**config.mk**
```make
export PLATFORM = sky130hd
export DESIGN_NAME = cube_frame_ctrl
export DESIGN_NICKNAME = d
export VERILOG_FILES = /design/src/rtl/cube_pkg.sv /design/src/rtl/cube_frame_ctrl_raster_tracker.sv /design/src/rtl/cube_frame_ctrl.sv
export SDC_FILE = /design/constraint.sdc
export NUM_CORES = 1
export LEC_CHECK = 0
export ABC_AREA = 1
export BUFFER_PORTS_ARGS = -buffer_cell sky130_fd_sc_hd__buf_2
export CAP_MARGIN = 20
export CORE_ASPECT_RATIO = 2
export CORE_MARGIN = 10
export CORE_UTILIZATION = 50
export CTS_CLUSTER_DIAMETER = 200
export DETAILED_ROUTE_END_ITERATION = 6
export PLACE_DENSITY = 0.76
export SLEW_MARGIN = 0
export SYNTH_ARGS = -nofsm -noshare
export SYNTH_HDL_FRONTEND = slang
export SYNTH_SLANG_ARGS = --single-unit
export TNS_END_PERCENT = 5
```
**constraint.sdc**
```tcl
create_clock -name s00_axis_aclk -period 2.54 [get_ports s00_axis_aclk]
set_input_delay 0.508 -clock s00_axis_aclk [delete_from_list [all_inputs] [get_ports s00_axis_aclk]]
set_output_delay 0.508 -clock s00_axis_aclk [all_outputs]
set_load 0.005 [all_outputs]
```
**src/rtl/cube_pkg.sv**
```systemverilog
// Shared constants and types for the cube overlay frame controller.
package cube_pkg;

  localparam int unsigned MAX_X          = 1226;
  localparam int unsigned MAX_Y          = 370;
  localparam int unsigned CORD_SIZE      = 11;
  localparam int unsigned N_CORNERS      = 8;
  localparam int unsigned CORNER_W       = 32;
  localparam int unsigned CORNER_X_LSB   = 0;
  localparam int unsigned CORNER_Y_LSB   = 16;
  localparam int unsigned CORNER_FIELD_W = 11;

  typedef logic [N_CORNERS-1:0][CORNER_W-1:0] cube_pts_t;

  typedef enum logic [1:0] {
    EMPTY = 2'd0,
    ARMED = 2'd1,
    LIVE  = 2'd2
  } ctrl_state_t;

endpackage

```
**src/rtl/cube_frame_ctrl_raster_tracker.sv**
```systemverilog
// Raster position tracker fed by the overlay input AXIS handshake tap.
// Flags tlast mismatches and resyncs to the next line on an early tlast.
module raster_tracker #(
  parameter int unsigned MAX_X     = cube_pkg::MAX_X,
  parameter int unsigned MAX_Y     = cube_pkg::MAX_Y,
  parameter int unsigned CORD_SIZE = cube_pkg::CORD_SIZE
) (
  input  logic                 clk,
  input  logic                 rst_n,
  input  logic                 mon_tvalid,
  input  logic                 mon_tready,
  input  logic                 mon_tlast,
  output logic [CORD_SIZE-1:0] cur_x,
  output logic [CORD_SIZE-1:0] cur_y,
  output logic                 px_c,
  output logic                 eof_c,
  output logic                 mismatch_c
);

  localparam logic [CORD_SIZE-1:0] LAST_X = CORD_SIZE'(MAX_X - 1);
  localparam logic [CORD_SIZE-1:0] LAST_Y = CORD_SIZE'(MAX_Y - 1);

  logic eol_c;
  logic line_end_c;

  // An early tlast ends the line just like the natural end of line does.
  assign px_c       = mon_tvalid & mon_tready;
  assign eol_c      = (cur_x == LAST_X);
  assign line_end_c = eol_c | mon_tlast;
  assign eof_c      = line_end_c & (cur_y == LAST_Y);
  assign mismatch_c = px_c & (mon_tlast ^ eol_c);

  always_ff @(posedge clk or negedge rst_n) begin
    if (!rst_n) begin
      cur_x <= '0;
      cur_y <= '0;
    end else if (px_c) begin
      if (line_end_c) begin
        cur_x <= '0;
        cur_y <= (cur_y == LAST_Y) ? '0 : cur_y + CORD_SIZE'(1);
      end else begin
        cur_x <= cur_x + CORD_SIZE'(1);
      end
    end
  end

endmodule

```
**src/rtl/cube_frame_ctrl.sv**
```systemverilog
// Cube overlay sequencer: shadow-buffers pose updates and commits them only
// at frame boundaries; disables the overlay when the pose goes stale.
module cube_frame_ctrl #(
  parameter int unsigned MAX_X        = cube_pkg::MAX_X,
  parameter int unsigned MAX_Y        = cube_pkg::MAX_Y,
  parameter int unsigned CORD_SIZE    = cube_pkg::CORD_SIZE,
  parameter int unsigned STALE_FRAMES = 4,
  parameter int unsigned FCNT_W       = 16
) (
  input  logic                 s00_axis_aclk,
  input  logic                 s00_axis_aresetn,
  input  logic                 mon_tvalid,
  input  logic                 mon_tready,
  input  logic                 mon_tlast,
  input  logic                 upd_valid,
  input  cube_pkg::cube_pts_t  upd_pts,
  output logic                 upd_ready,
  input  logic                 ovl_clear,
  output cube_pkg::cube_pts_t  cube_pts,
  output logic                 overlay_en,
  output logic [CORD_SIZE-1:0] cur_x,
  output logic [CORD_SIZE-1:0] cur_y,
  output logic [FCNT_W-1:0]    frame_cnt,
  output logic                 line_err
);
  import cube_pkg::*;

  localparam int unsigned STALE_W = $clog2(STALE_FRAMES + 1);

  ctrl_state_t          state_q, state_d;
  logic                 ready_q, ready_d;
  cube_pts_t            shadow_q, shadow_d;
  cube_pts_t            cube_d;
  logic                 en_d;
  logic [STALE_W-1:0]   stale_q, stale_d;
  logic [FCNT_W-1:0]    fcnt_d;
  logic                 err_d;
  logic                 px_c, eof_c, mismatch_c, eof_px_c;
  logic                 accept_c, shadow_full_c, commit_c;

  raster_tracker #(
    .MAX_X     (MAX_X),
    .MAX_Y     (MAX_Y),
    .CORD_SIZE (CORD_SIZE)
  ) u_raster (
    .clk        (s00_axis_aclk),
    .rst_n      (s00_axis_aresetn),
    .mon_tvalid (mon_tvalid),
    .mon_tready (mon_tready),
    .mon_tlast  (mon_tlast),
    .cur_x      (cur_x),
    .cur_y      (cur_y),
    .px_c       (px_c),
    .eof_c      (eof_c),
    .mismatch_c (mismatch_c)
  );

  // Ready is a register; a clear pulse blocks acceptance in its own cycle.
  assign upd_ready     = ready_q & ~ovl_clear;
  assign accept_c      = upd_valid & upd_ready;
  assign shadow_full_c = ~ready_q;
  assign eof_px_c      = px_c & eof_c;

  // Next-state and next-output logic.
  always_comb begin
    state_d  = state_q;
    ready_d  = ready_q;
    shadow_d = shadow_q;
    cube_d   = cube_pts;
    en_d     = overlay_en;
    stale_d  = stale_q;
    err_d    = line_err | mismatch_c;
    fcnt_d   = eof_px_c ? frame_cnt + FCNT_W'(1) : frame_cnt;
    commit_c = 1'b0;

    unique case (state_q)
      EMPTY: if (accept_c) state_d = ARMED;
      ARMED: if (eof_px_c && shadow_full_c) commit_c = 1'b1;
      LIVE: begin
        if (eof_px_c) begin
          if (shadow_full_c) begin
            commit_c = 1'b1;
          end else if (stale_q == STALE_W'(STALE_FRAMES - 1)) begin
            en_d    = 1'b0;
            stale_d = '0;
            state_d = accept_c ? ARMED : EMPTY;
          end else begin
            stale_d = stale_q + STALE_W'(1);
          end
        end
      end
      default: state_d = EMPTY;
    endcase

    // Commit moves the prior shadow contents; a same-cycle accept refills it.
    if (commit_c) begin
      cube_d  = shadow_q;
      ready_d = 1'b1;
      stale_d = '0;
      en_d    = 1'b1;
      state_d = LIVE;
    end
    if (accept_c) begin
      shadow_d = upd_pts;
      ready_d  = 1'b0;
    end

    if (ovl_clear) begin
      state_d = EMPTY;
      en_d    = 1'b0;
      ready_d = 1'b1;
      err_d   = 1'b0;
      stale_d = '0;
    end
  end

  always_ff @(posedge s00_axis_aclk or negedge s00_axis_aresetn) begin
    if (!s00_axis_aresetn) begin
      state_q    <= EMPTY;
      ready_q    <= 1'b1;
      shadow_q   <= '0;
      cube_pts   <= '0;
      overlay_en <= 1'b0;
      stale_q    <= '0;
      frame_cnt  <= '0;
      line_err   <= 1'b0;
    end else begin
      state_q    <= state_d;
      ready_q    <= ready_d;
      shadow_q   <= shadow_d;
      cube_pts   <= cube_d;
      overlay_en <= en_d;
      stale_q    <= stale_d;
      frame_cnt  <= fcnt_d;
      line_err   <= err_d;
    end
  end

endmodule

```
==> metrics.md, run 1 <==
| Metric | Value |
|---|---|
| Worst-Margin Slew | 0.814 ns |
| Synthesis warning total | 0 |
| Area leader, netlist | dfrtp_1 |
| Post-synthesis mux area share | 20.0% |
| RR Startpoint | u_raster.cur_x[6]$_DFFE_PN0P_ |
| Final Cell Area | 0.0274 sq mm |
| CTS tree | done |
| Clock Latency Late Sink | 0.56 ns |
| Worst path slowest cell | dfrtp_1 |
| Post-CTS Setup Inserts | 0 |
| DRC viols | 0 |
| Clock Path Buffers | 3 |
| PD cells | 725 mW/mm^2 |
| Top Ports | 560 |
| Place WS | -0.0798 ns |
| First-pass GRT wire length | 92,700 microns |
| Die area | 0.0532 sq mm |
| RSZ-0062 raised after global routing | yes |
| Simple-Gate Fraction of Synth Area | 6.18% |
| Pre-antenna DRT Iters | 5 |
| Crit path capture | cube_pts[107]$_DFFE_PN0P_ |
| CP Capture Type | flip-flop |
| Final #Nets | 2,543 |
| Slack of the worst reg-to-reg path | 0.08 ns |
| Antenna violations before repair | 8 |
| Number of vias after detailed routing | 14,800 |
| Critical Path RT | 2.95 ns |
| Worst clock skew | 0.0233 ns |
| Prevailing post-synth register cell | dfrtp_1 |
| Core box area | 0.0434 sq mm |
| Post-Synth XOR/XNOR Area | 0.679% |
| Final HPWL DP | 45,600 microns |
| Drt total wl | 60,300 microns |
| Iter 0 DRT Violations | 903 |
| H-tree depth | 2 |
| CP top delay family | simple AND/OR/NAND/NOR gates |
| Largest net degree at the start of global routing | 101 |
| Initial Util | 50.6% |
| Die width | 168 microns |
| Multi-input gate area | 0.00708 sq mm |
| Vias in the first global route | 16,200 |
| # fillers | 3,240 |
| Largest family of logic cells by synthesized area | multiplexers |
| GRT Resource Usage Total | 21.8% |
| Avg WL per Cell | 21.1 microns |
| Compound-Gate Fraction of Synth Area | 4.57% |
| Final ANT Viol Nets | 0 |
| Worst-path fanout max | 44 |
| Routability cong. | 0.903 |
| WS Path Type | flip-flop to flip-flop |
| Die H | 316 microns |
| CTS clk-pin slew, worst paths | 0.07 ns |
| Dpl cell area | 0.0257 sq mm |
| Setup-violating endpoint count in the final report | 0 |
| Crit path time final | 2.46 ns |
| Async SR Flop Fraction | 100% |
| Critical path, cell by cell | inv_1 -> nor4_2 -> nand4_1 -> ha_1 -> nor2_4 -> inv_2 -> nor2_4 -> nand2_8 -> buf_12 -> nand2_1 -> o21ai_0 |
| Number of synthesized flops with an enable pin | 0 |
| Worst setup SP type | flip-flop |
| CTS buffer count | 47 |
| Worst EP arrival | 2.87 ns |
| Register area share after synthesis | 63.7% |
| Area contributors post-synth | dfrtp_1 64%, mux2_2 13%, mux2_4 6.8%, nand2_1 2.6%, inv_1 2.3% |
| Most frequent cells after synthesis | 557 x dfrtp_1, 256 x mux2_2, 153 x nand2_1, 134 x inv_1, 119 x nor2_1 |
| Bufs and invs on worst path | 3 |
| Max rail drop VDD | 0.000598 V |
| Area Growth Syn to Fin | 25.0% |
| Number of max-cap violations | 0 |
| Mapped cell area | 0.0219 sq mm |
| Rel. slew slack | 45.7% |
| Syn Nets | 1,949 |
| Final max-slew violation count | 0 |
| Fmax | 406 MHz |
| Avg Synthesized Cell Area | 13.1 sq um |
| Register area | 0.0140 sq mm |
| CP Depth | 11 |
| Post-synthesis instance total | 1,675 |
| Distinct cells, synth | 33 |
| Clk sinks | 558 |
| GRT Residual Overflow | 0 |
| PortBufs | 559 |
| Leak Pwr | 14.9 nW |
| R2r endpoint | cube_pts[107]$_DFFE_PN0P_ |
| Total power | 19.9 mW |
| Final hold vios | 0 |
| PnR worst setup slack | 0.0757 ns |
| Root buffer cell | clkbuf_16 |
| FF+latch count, synth | 558 |
| HP Class | input pin to flip-flop |
| Adder-cell share of the synthesized area | 0.627% |
| Placement Rows | 108 |
| Layout cells sized above 1 | 46.6% |
| Worst reg2reg path depth | 11 |
| Period utilization | 97.0% |
| Post-synth top area share | 63.5% |
| Status | complete, no violations |
| CP most frequent cell | nor2_4 |
| Crit path launch | u_raster.cur_x[6]$_DFFE_PN0P_ |
| Via density | 5.17 |
| Delay of the slowest cell on the worst path | 0.45 ns |
| Most frequent cell after synthesis | dfrtp_1 |
per-layer routing:
layer | up-vias | GRT usage [%] | routed length (microns)
li1 | 6733 | - | -
met1 | 7318 | 23.5 | 21600
met2 | 564 | 38.9 | 31500
met3 | 139 | 6.20 | 4420
met4 | 12 | 9.81 | 2670
met5 | - | 0 | 81
report_power, final:
part | leakage [nW] | internal [mW] | switching, mW
combinational | 7.00 | 0.988 | 1.01
clock | 0.803 | 4.36 | 3.19
sequential | 7.11 | 9.81 | 0.521
per-stage QoR:
stage | util (%) | cells | hold WS [ns] | TNS, ns
global route | 63.2 | 2857 | 0.154 | -0.0354
detailed placement | 59.4 | 2768 | 0.445 | -2.52
floorplan | - | 1675 | 0.212 | 0
global placement | 59.4 | 2768 | 0.446 | -0.0164
CTS | 63.1 | 2854 | 0.150 | 0
finish | 63.2 | 2857 | 0.172 | 0
flip-flops by register name, summed over array words and instances (netlist names):
register	cells
u_raster.cur_y	11
overlay_en	1
state_q	2
stale_q	3
line_err	1
ready_q	1
shadow_q	256
u_raster.cur_x	11
cube_pts	256
frame_cnt	16
cell type report:
type / count / share of cell area (%)
sequential: 558 / 50.9
multi-input combinational: 905 / 25.8
timing repair buffer: 619 / 12.9
clock buffer: 68 / 5.13
tap: 550 / 2.51
inverter: 138 / 1.89
clock inverter: 17 / 0.798
antenna: 2 / 0.0182
cells by family (layout without fill, tap and decap cells):
family	count (synthesis)	count (layout)
AO/OA/AOI/OAI	191	191
XOR/XNOR	17	17
adder cells (fa/ha/maj)	11	11
buffers and inverters	212	842
flip-flops	558	558
multiplexers	357	357
other	0	2
AND/OR/NAND/NOR	329	329
layout by cell type (no fill, tap or decap), drive strengths merged:
| cell | Yosys | routed |
|---|---|---|
| buf | 56 | 617 |
| dfrtp | 557 | 557 |
| mux2 | 356 | 356 |
| nand2 | 155 | 155 |
| inv | 136 | 136 |
| nor2 | 123 | 123 |
| o21ai | 93 | 93 |
| a21oi | 92 | 92 |
| clkbuf | 18 | 69 |
| nand3 | 18 | 18 |
| nor3 | 16 | 16 |
| clkinv | 2 | 12 |
| ha | 11 | 11 |
| nand4 | 11 | 11 |
| xor2 | 9 | 9 |
| xnor2 | 8 | 8 |
| bufinv | 0 | 5 |
| o22ai | 4 | 4 |
| nor4 | 3 | 3 |
| diode | 0 | 2 |
| o21bai | 2 | 2 |
| nor3b | 2 | 2 |
| clkinvlp | 0 | 2 |
| nand3b | 1 | 1 |
| mux2i | 1 | 1 |
| dlygate4sd3 | 0 | 1 |
| dfstp | 1 | 1 |
worst min path at each step:
stage	from	end	slack, ns	cells after the start
after floorplan	s00_axis_aresetn	cube_pts[0]$_DFFE_PN0P_	0.21	0
after global placement	s00_axis_aresetn	cube_pts[159]$_DFFE_PN0P_	0.45	1
after detailed placement	s00_axis_aresetn	cube_pts[191]$_DFFE_PN0P_	0.44	1
after CTS	upd_pts[245]	shadow_q[245]$_DFFE_PN0P_	0.15	2
after global routing	upd_pts[234]	shadow_q[234]$_DFFE_PN0P_	0.15	2
final	upd_pts[245]	shadow_q[245]$_DFFE_PN0P_	0.17	2
repair_timing:
| action | CTS | global route |
|---|---|---|
| resized for setup | 1 | 4 |
| hold endpoints to repair | 43 | 0 |
| endpoints found under the setup margin | 173 | 178 |
| hold buffers | 1 | 0 |
| cloned | 0 | 1 |
(Power assumes the default switching activity.)
==> run 2, diff against run 1 <==
--- a/config.mk
+++ b/config.mk
@@ -13,7 +13,7 @@
 export CORE_UTILIZATION = 50
 export CTS_CLUSTER_DIAMETER = 200
 export DETAILED_ROUTE_END_ITERATION = 6
-export PLACE_DENSITY = 0.76
+export PLACE_DENSITY = 0.81
 export SLEW_MARGIN = 0
 export SYNTH_ARGS = -nofsm -noshare
 export SYNTH_HDL_FRONTEND = slang
==> metrics.md, run 2 (synthesis results as in run 1) <==
| Metric | Value |
|---|---|
| Status | complete, no violations |
| Critical Path RT | 2.98 ns |
| Most frequent cells in the layout | 558 x buf_2, 557 x dfrtp_1, 256 x mux2_2, 152 x nand2_1, 134 x inv_1 |
| DRC viols | 0 |
| Final #Nets | 2,551 |
| Min-Delay Endpoint | shadow_q[248]$_DFFE_PN0P_ |
| CTS tree | done |
| Clock Latency Late Sink | 0.58 ns |
| Die width | 168 microns |
| Die H | 316 microns |
| Leak Pwr | 15.0 nW |
| Period utilization | 95.2% |
| Worst-path fanout max | 14 |
| HP Class | input pin to flip-flop |
| Worst EP arrival | 2.86 ns |
| Hold Path Depth | 2 |
| Delay of the slowest cell on the worst path | 0.43 ns |
| Number of max-cap violations | 0 |
| CP Capture Type | flip-flop |
| Crit path launch | u_raster.cur_x[5]$_DFFE_PN0P_ |
| Aggregate negative setup slack | 0 ns |
| R2r endpoint | cube_pts[158]$_DFFE_PN0P_ |
| Top Ports | 560 |
| Setup-violating endpoint count in the final report | 0 |
| CP top delay family | simple AND/OR/NAND/NOR gates |
| Final HPWL DP | 45,900 microns |
| Core box area | 0.0434 sq mm |
| Worst path slowest cell | dfrtp_1 |
| Post-layout util | 63.6% |
| Worst setup SP type | flip-flop |
| Clock Path Buffers | 3 |
| Initial Util | 50.6% |
| Pre-antenna DRT Iters | 5 |
| Antenna violations before repair | 19 |
| Bufs and invs on worst path | 2 |
| Layout cells sized above 1 | 47.0% |
| Routability cong. | 0.903 |
| PortBufs | 559 |
| Number of vias after detailed routing | 15,200 |
| First-pass GRT wire length | 94,200 microns |
| Fmax | 414 MHz |
| Largest net degree at the start of global routing | 125 |
| Final hold vios | 0 |
| Most common cell after layout, fill and taps aside | buf_2 |
| H-tree depth | 2 |
| Max rail drop VDD | 0.000946 V |
| Clk sinks | 558 |
| Area Growth Syn to Fin | 25.7% |
| Vias in the first global route | 16,800 |
| CTS clk-pin slew, worst paths | 0.07 ns |
| WS Path Type | flip-flop to flip-flop |
| Critical path, cell by cell | nor4_1 -> nand4_1 -> ha_1 -> nor2_4 -> nand4_4 -> buf_12 -> buf_4 -> mux2_4 |
| Worst reg2reg path depth | 8 |
| PD cells | 745 mW/mm^2 |
| GRT Residual Overflow | 0 |
| Root buffer cell | clkbuf_16 |
| Final max-slew violation count | 0 |
| Drt total wl | 61,600 microns |
| Iter 0 DRT Violations | 996 |
| Rel. slew slack | 46.9% |
| Largest registers | cube_pts: 256 flops, shadow_q: 256 flops, frame_cnt: 16 flops |
| Worst-Margin Slew | 0.796 ns |
| CTS buffer count | 50 |
| Min-delay src | upd_pts[248] |
| RSZ-0062 raised after global routing | no |
| Crit path time final | 2.42 ns |
| Worst clock skew | 0.0262 ns |
| Slack of the worst reg-to-reg path | 0.12 ns |
| RR Startpoint | u_raster.cur_x[5]$_DFFE_PN0P_ |
| Placement Rows | 108 |
| Die area | 0.0532 sq mm |
| GRT Resource Usage Total | 22.1% |
| Final ANT Viol Nets | 0 |
| Via density | 5.27 |
| Avg WL per Cell | 21.4 microns |
==> run 2: changes by cell type in the layout (fill, tap and decap cells not counted), sizes merged <==
cell,delta
inv,+8
nand2,+1
clkbuf,-2
buf,+5
diode,+10
clkinv,-3
bufinv,+2
==> run 2: worst reg2reg max path: cells and delay by family (launching register included) <==
kind,cells,cell delay [ns]
adders and majority gates,1,0.25
buffers and inverters,2,0.40
DFF,1,0.43
muxes,1,0.32
and+or+nand+nor,4,0.89
==> run 2: cell type report <==
| class | instances | area (sq um) |
|---|---|---|
| diodes | 12 | 30.0 |
| clock buffers | 67 | 1460 |
| clock inverters | 24 | 360 |
| fillers | 3158 | 15800 |
| inverters | 138 | 518 |
| multi-input cells | 906 | 7090 |
| flip-flops and latches | 558 | 14000 |
| well taps | 550 | 688 |
| repair buffers | 623 | 3470 |
==> run 2: routing by layer <==
metal	part of all wire, %	up-vias	wire [microns]	track usage [%]
li1	-	6786	-	-
met5	0.19	-	114	0
met2	52	619	32200	39.3
met4	5.3	18	3290	11.7
met3	7.9	182	4890	6.79
met1	34	7553	21100	22.8
==> run 2: stage by stage <==
| stage | instance area, sq um | setup slack (ns) | hold slack (ns) | power, mW | std cells |
|---|---|---|---|---|---|
| 3_5_place_dp | 25700 | 0.0495 | 0.471 | 12.5 | 2772 |
| 4_1_cts | 27500 | 0.00658 | 0.130 | 20.7 | 2864 |
| 6_report | 27600 | 0.122 | 0.167 | 20.6 | 2878 |
| 5_1_grt | 27600 | 0.00347 | 0.144 | 21.4 | 2874 |
| 2_1_floorplan | 21900 | 0.214 | 0.212 | 11.5 | 1675 |
| 3_3_place_gp | 25700 | 0.0732 | 0.464 | 12.3 | 2772 |
==> run 2: worst max-delay path by stage <==
stage	cells past startpoint	slack [ns]	to
2_1_floorplan	11	0.21	cube_pts[100]$_DFFE_PN0P_
3_3_place_gp	13	0.07	cube_pts[125]$_DFFE_PN0P_
3_5_place_dp	9	0.05	cube_pts[125]$_DFFE_PN0P_
4_1_cts	10	0.007	cube_pts[111]$_DFFE_PN0P_
5_1_grt	12	0.003	frame_cnt[7]$_DFFE_PN0P_
6_report	8	0.12	cube_pts[158]$_DFFE_PN0P_
==> run 2: what timing repair did <==
| item | CTS | global route |
|---|---|---|
| setup buffers | 0 | 1 |
| resized for setup | 0 | 3 |
| endpoints found under the setup margin | 0 | 188 |
| hold buffers | 1 | 0 |
| endpoints found under the hold margin | 35 | 0 |
==> run 2: report_power, final <==
part | switching [mW] | internal, mW
sequential | 0.526 | 9.81
clock | 3.42 | 4.80
combinational | 1.02 | 0.973
total | 4.96 | 15.6
==> run 3, diff against run 2 <==
==> constraint.sdc (replaced) <==
create_clock -name s00_axis_aclk -period 3 [get_ports s00_axis_aclk]
set_input_delay 0.6 -clock s00_axis_aclk [delete_from_list [all_inputs] [get_ports s00_axis_aclk]]
set_output_delay 0.6 -clock s00_axis_aclk [all_outputs]
set_load 0.005 [all_outputs]
==> metrics.md, run 3 (synthesis results as in run 1) <==
| Metric | Value |
|---|---|
| Largest net degree at the start of global routing | 152 |
| Aggregate negative setup slack | 0 ns |
| Antenna violations before repair | 20 |
| Iter 0 DRT Violations | 1,049 |
| Min-Delay Endpoint | shadow_q[197]$_DFFE_PN0P_ |
| Number of vias after detailed routing | 14,900 |
| Most frequent cells in the layout | 558 x buf_2, 557 x dfrtp_1, 256 x mux2_2, 152 x nand2_1, 134 x inv_1 |
| CTS tree | done |
| Final HPWL DP | 45,900 microns |
| Metal-1 WL | 20,900 microns |
| Final max-slew violation count | 0 |
| Layout cells sized above 1 | 46.1% |
| Final #Nets | 2,524 |
| Largest registers | cube_pts: 256 flops, shadow_q: 256 flops, frame_cnt: 16 flops |
| Most common cell after layout, fill and taps aside | buf_2 |
| Post-CTS Setup Inserts | 0 |
| Fmax | 369 MHz |
| WS Path Type | flip-flop to flip-flop |
| Die width | 168 microns |
| Status | complete, no violations |
| Max rail drop VDD | 0.000547 V |
| PortBufs | 559 |
| Register area | 0.0140 sq mm |
| Drt total wl | 61,000 microns |
| First-pass GRT wire length | 93,600 microns |
| CP Capture Type | flip-flop |
| WL met3 | 4770 microns |
| Area Growth Syn to Fin | 23.9% |
| DP Cell Count | 2,749 |
| Setup-violating endpoint count in the final report | 0 |
| Non-Filler Instances | 2,845 |
| Worst setup SP type | flip-flop |
| Rel. slew slack | 37.5% |
| Vias in the first global route | 16,400 |
| Highest Signal Layer | met5 |
| HP Class | input pin to flip-flop |
| Hold Path Depth | 2 |
| CTS clk-pin slew, worst paths | 0.07 ns |
| Worst-Margin Slew | 0.937 ns |
| Slack of the worst reg-to-reg path | 0.29 ns |
| Met2 wire len | 32,200 microns |
| Critical Path RT | 3.49 ns |
| GRT Resource Usage Total | 22.2% |
| Crit path time final | 2.71 ns |
| CTS buffer count | 48 |
| Clock Latency Late Sink | 0.57 ns |
| Worst-path fanout max | 50 |
| Number of max-cap violations | 0 |
| Routability cong. | 0.902 |
| Placement Rows | 108 |
| R2r endpoint | stale_q[2]$_DFFE_PN0P_ |
| Period utilization | 90.2% |
| PD cells | 618 mW/mm^2 |
| Die H | 316 microns |
| GRT Residual Overflow | 0 |
| RR Startpoint | u_raster.cur_x[0]$_DFFE_PN0P_ |
| Initial Util | 50.6% |
| Via density | 5.23 |
| Leak Pwr | 14.8 nW |
| # fillers | 3,170 |
| Avg WL per Cell | 21.5 microns |
| Root buffer cell | clkbuf_16 |
| Final ANT Viol Nets | 0 |
| Multi-input gate area | 0.00707 sq mm |
| DRC viols | 0 |
| Pre-antenna DRT Iters | 5 |
| Die area | 0.0532 sq mm |
| Worst clock skew | 0.0191 ns |
| Top Ports | 560 |
| Clock Path Buffers | 3 |
| Core box area | 0.0434 sq mm |
| Worst EP arrival | 3.20 ns |
| H-tree depth | 2 |
| Min-delay src | upd_pts[197] |
| RSZ-0062 raised after global routing | no |
| Final hold vios | 0 |
| Worst reg2reg path depth | 13 |
| Clk sinks | 558 |
[run 3: changes by cell type in the layout (fill, tap and decap cells not counted), moves of 2 or more]
cell       before  now
buf_4          49   23
clkbuf_16      51   49
bufinv_16       7    4
inv_8           3    0
clkinv_2        5    7
clkbuf_1        4    8
buf_12         14   16
diode_2        12    9
clkbuf_8       12    9
[run 3: area by class of cell]
cell class | count | share of cell area [%]
Tap cell | 550 | 2.53
Inverter | 138 | 1.91
Clock inverter | 20 | 0.847
Sequential cell | 558 | 51.4
Antenna cell | 9 | 0.0828
Timing Repair Buffer | 599 | 12.2
Clock buffer | 66 | 5.08
Multi-Input combinational cell | 905 | 26.0
[run 3: routing by layer]
metal | vias to the layer above | global-route usage (%)
li1 | 6717 | -
met1 | 7383 | 23.0
met2 | 590 | 39.7
met3 | 159 | 6.57
met4 | 22 | 11.3
met5 | - | 0
[run 3: worst max-delay path by stage]
stage,slack [ns],endpoint,start,cells after the start
finish,0.29,stale_q[2]$_DFFE_PN0P_,u_raster.cur_x[0]$_DFFE_PN0P_,13
global route,0.03,stale_q[1]$_DFFE_PN0P_,u_raster.cur_x[1]$_DFFE_PN0P_,14
CTS,0.29,state_q[0]$_DFFE_PN0P_,u_raster.cur_x[0]$_DFFE_PN0P_,14
detailed placement,0.29,stale_q[2]$_DFFE_PN0P_,u_raster.cur_x[0]$_DFFE_PN0P_,13
global placement,0.32,state_q[0]$_DFFE_PN0P_,u_raster.cur_x[0]$_DFFE_PN0P_,14
floorplan,0.67,cube_pts[100]$_DFFE_PN0P_,u_raster.cur_x[1]$_DFFE_PN0P_,11
[run 3: worst max-delay path: stages, from the launching register on]
cell and delay (ns):
dfrtp_1 0.43, ha_1 0.22, nand2_1 0.05, nor3_1 0.04, nand4_1 0.11, ha_1 0.26, nor2_2 0.07, buf_4 0.19
nand4_4 0.11, buf_4 0.54, nand2_1 0.21, inv_1 0.18, nand2_1 0.07, a21oi_1 0.14
[run 3: stage by stage]
stage / power, mW / worst slack (ns) / cell area, sq um / hold WS [ns] / utilization (%)
3_5_place_dp: 10.6 / 0.292 / 25500 / 0.473 / 58.9
5_1_grt: 17.5 / 0.0252 / 27200 / 0.239 / 62.7
3_3_place_gp: 10.4 / 0.324 / 25500 / 0.460 / 58.9
2_1_floorplan: 9.73 / 0.674 / 21900 / 0.304 / -
6_report: 16.8 / 0.293 / 27200 / 0.257 / 62.7
4_1_cts: 17.0 / 0.285 / 27200 / 0.224 / 62.6
[run 3: power breakdown]
group / internal [mW] / total (mW) / switching, mW
clock network: 3.58 / 6.37 / 2.78
registers: 8.31 / 8.74 / 0.431
logic: 0.820 / 1.68 / 0.864
total: 12.7 / 16.8 / 4.08
[run 3: timing repair]
item | 4_1_cts | 5_1_grt
gates resized for setup | 0 | 0
setup endpoints to repair | 0 | 0
hold buffers | 1 | 0
hold endpoints to repair | 37 | 0
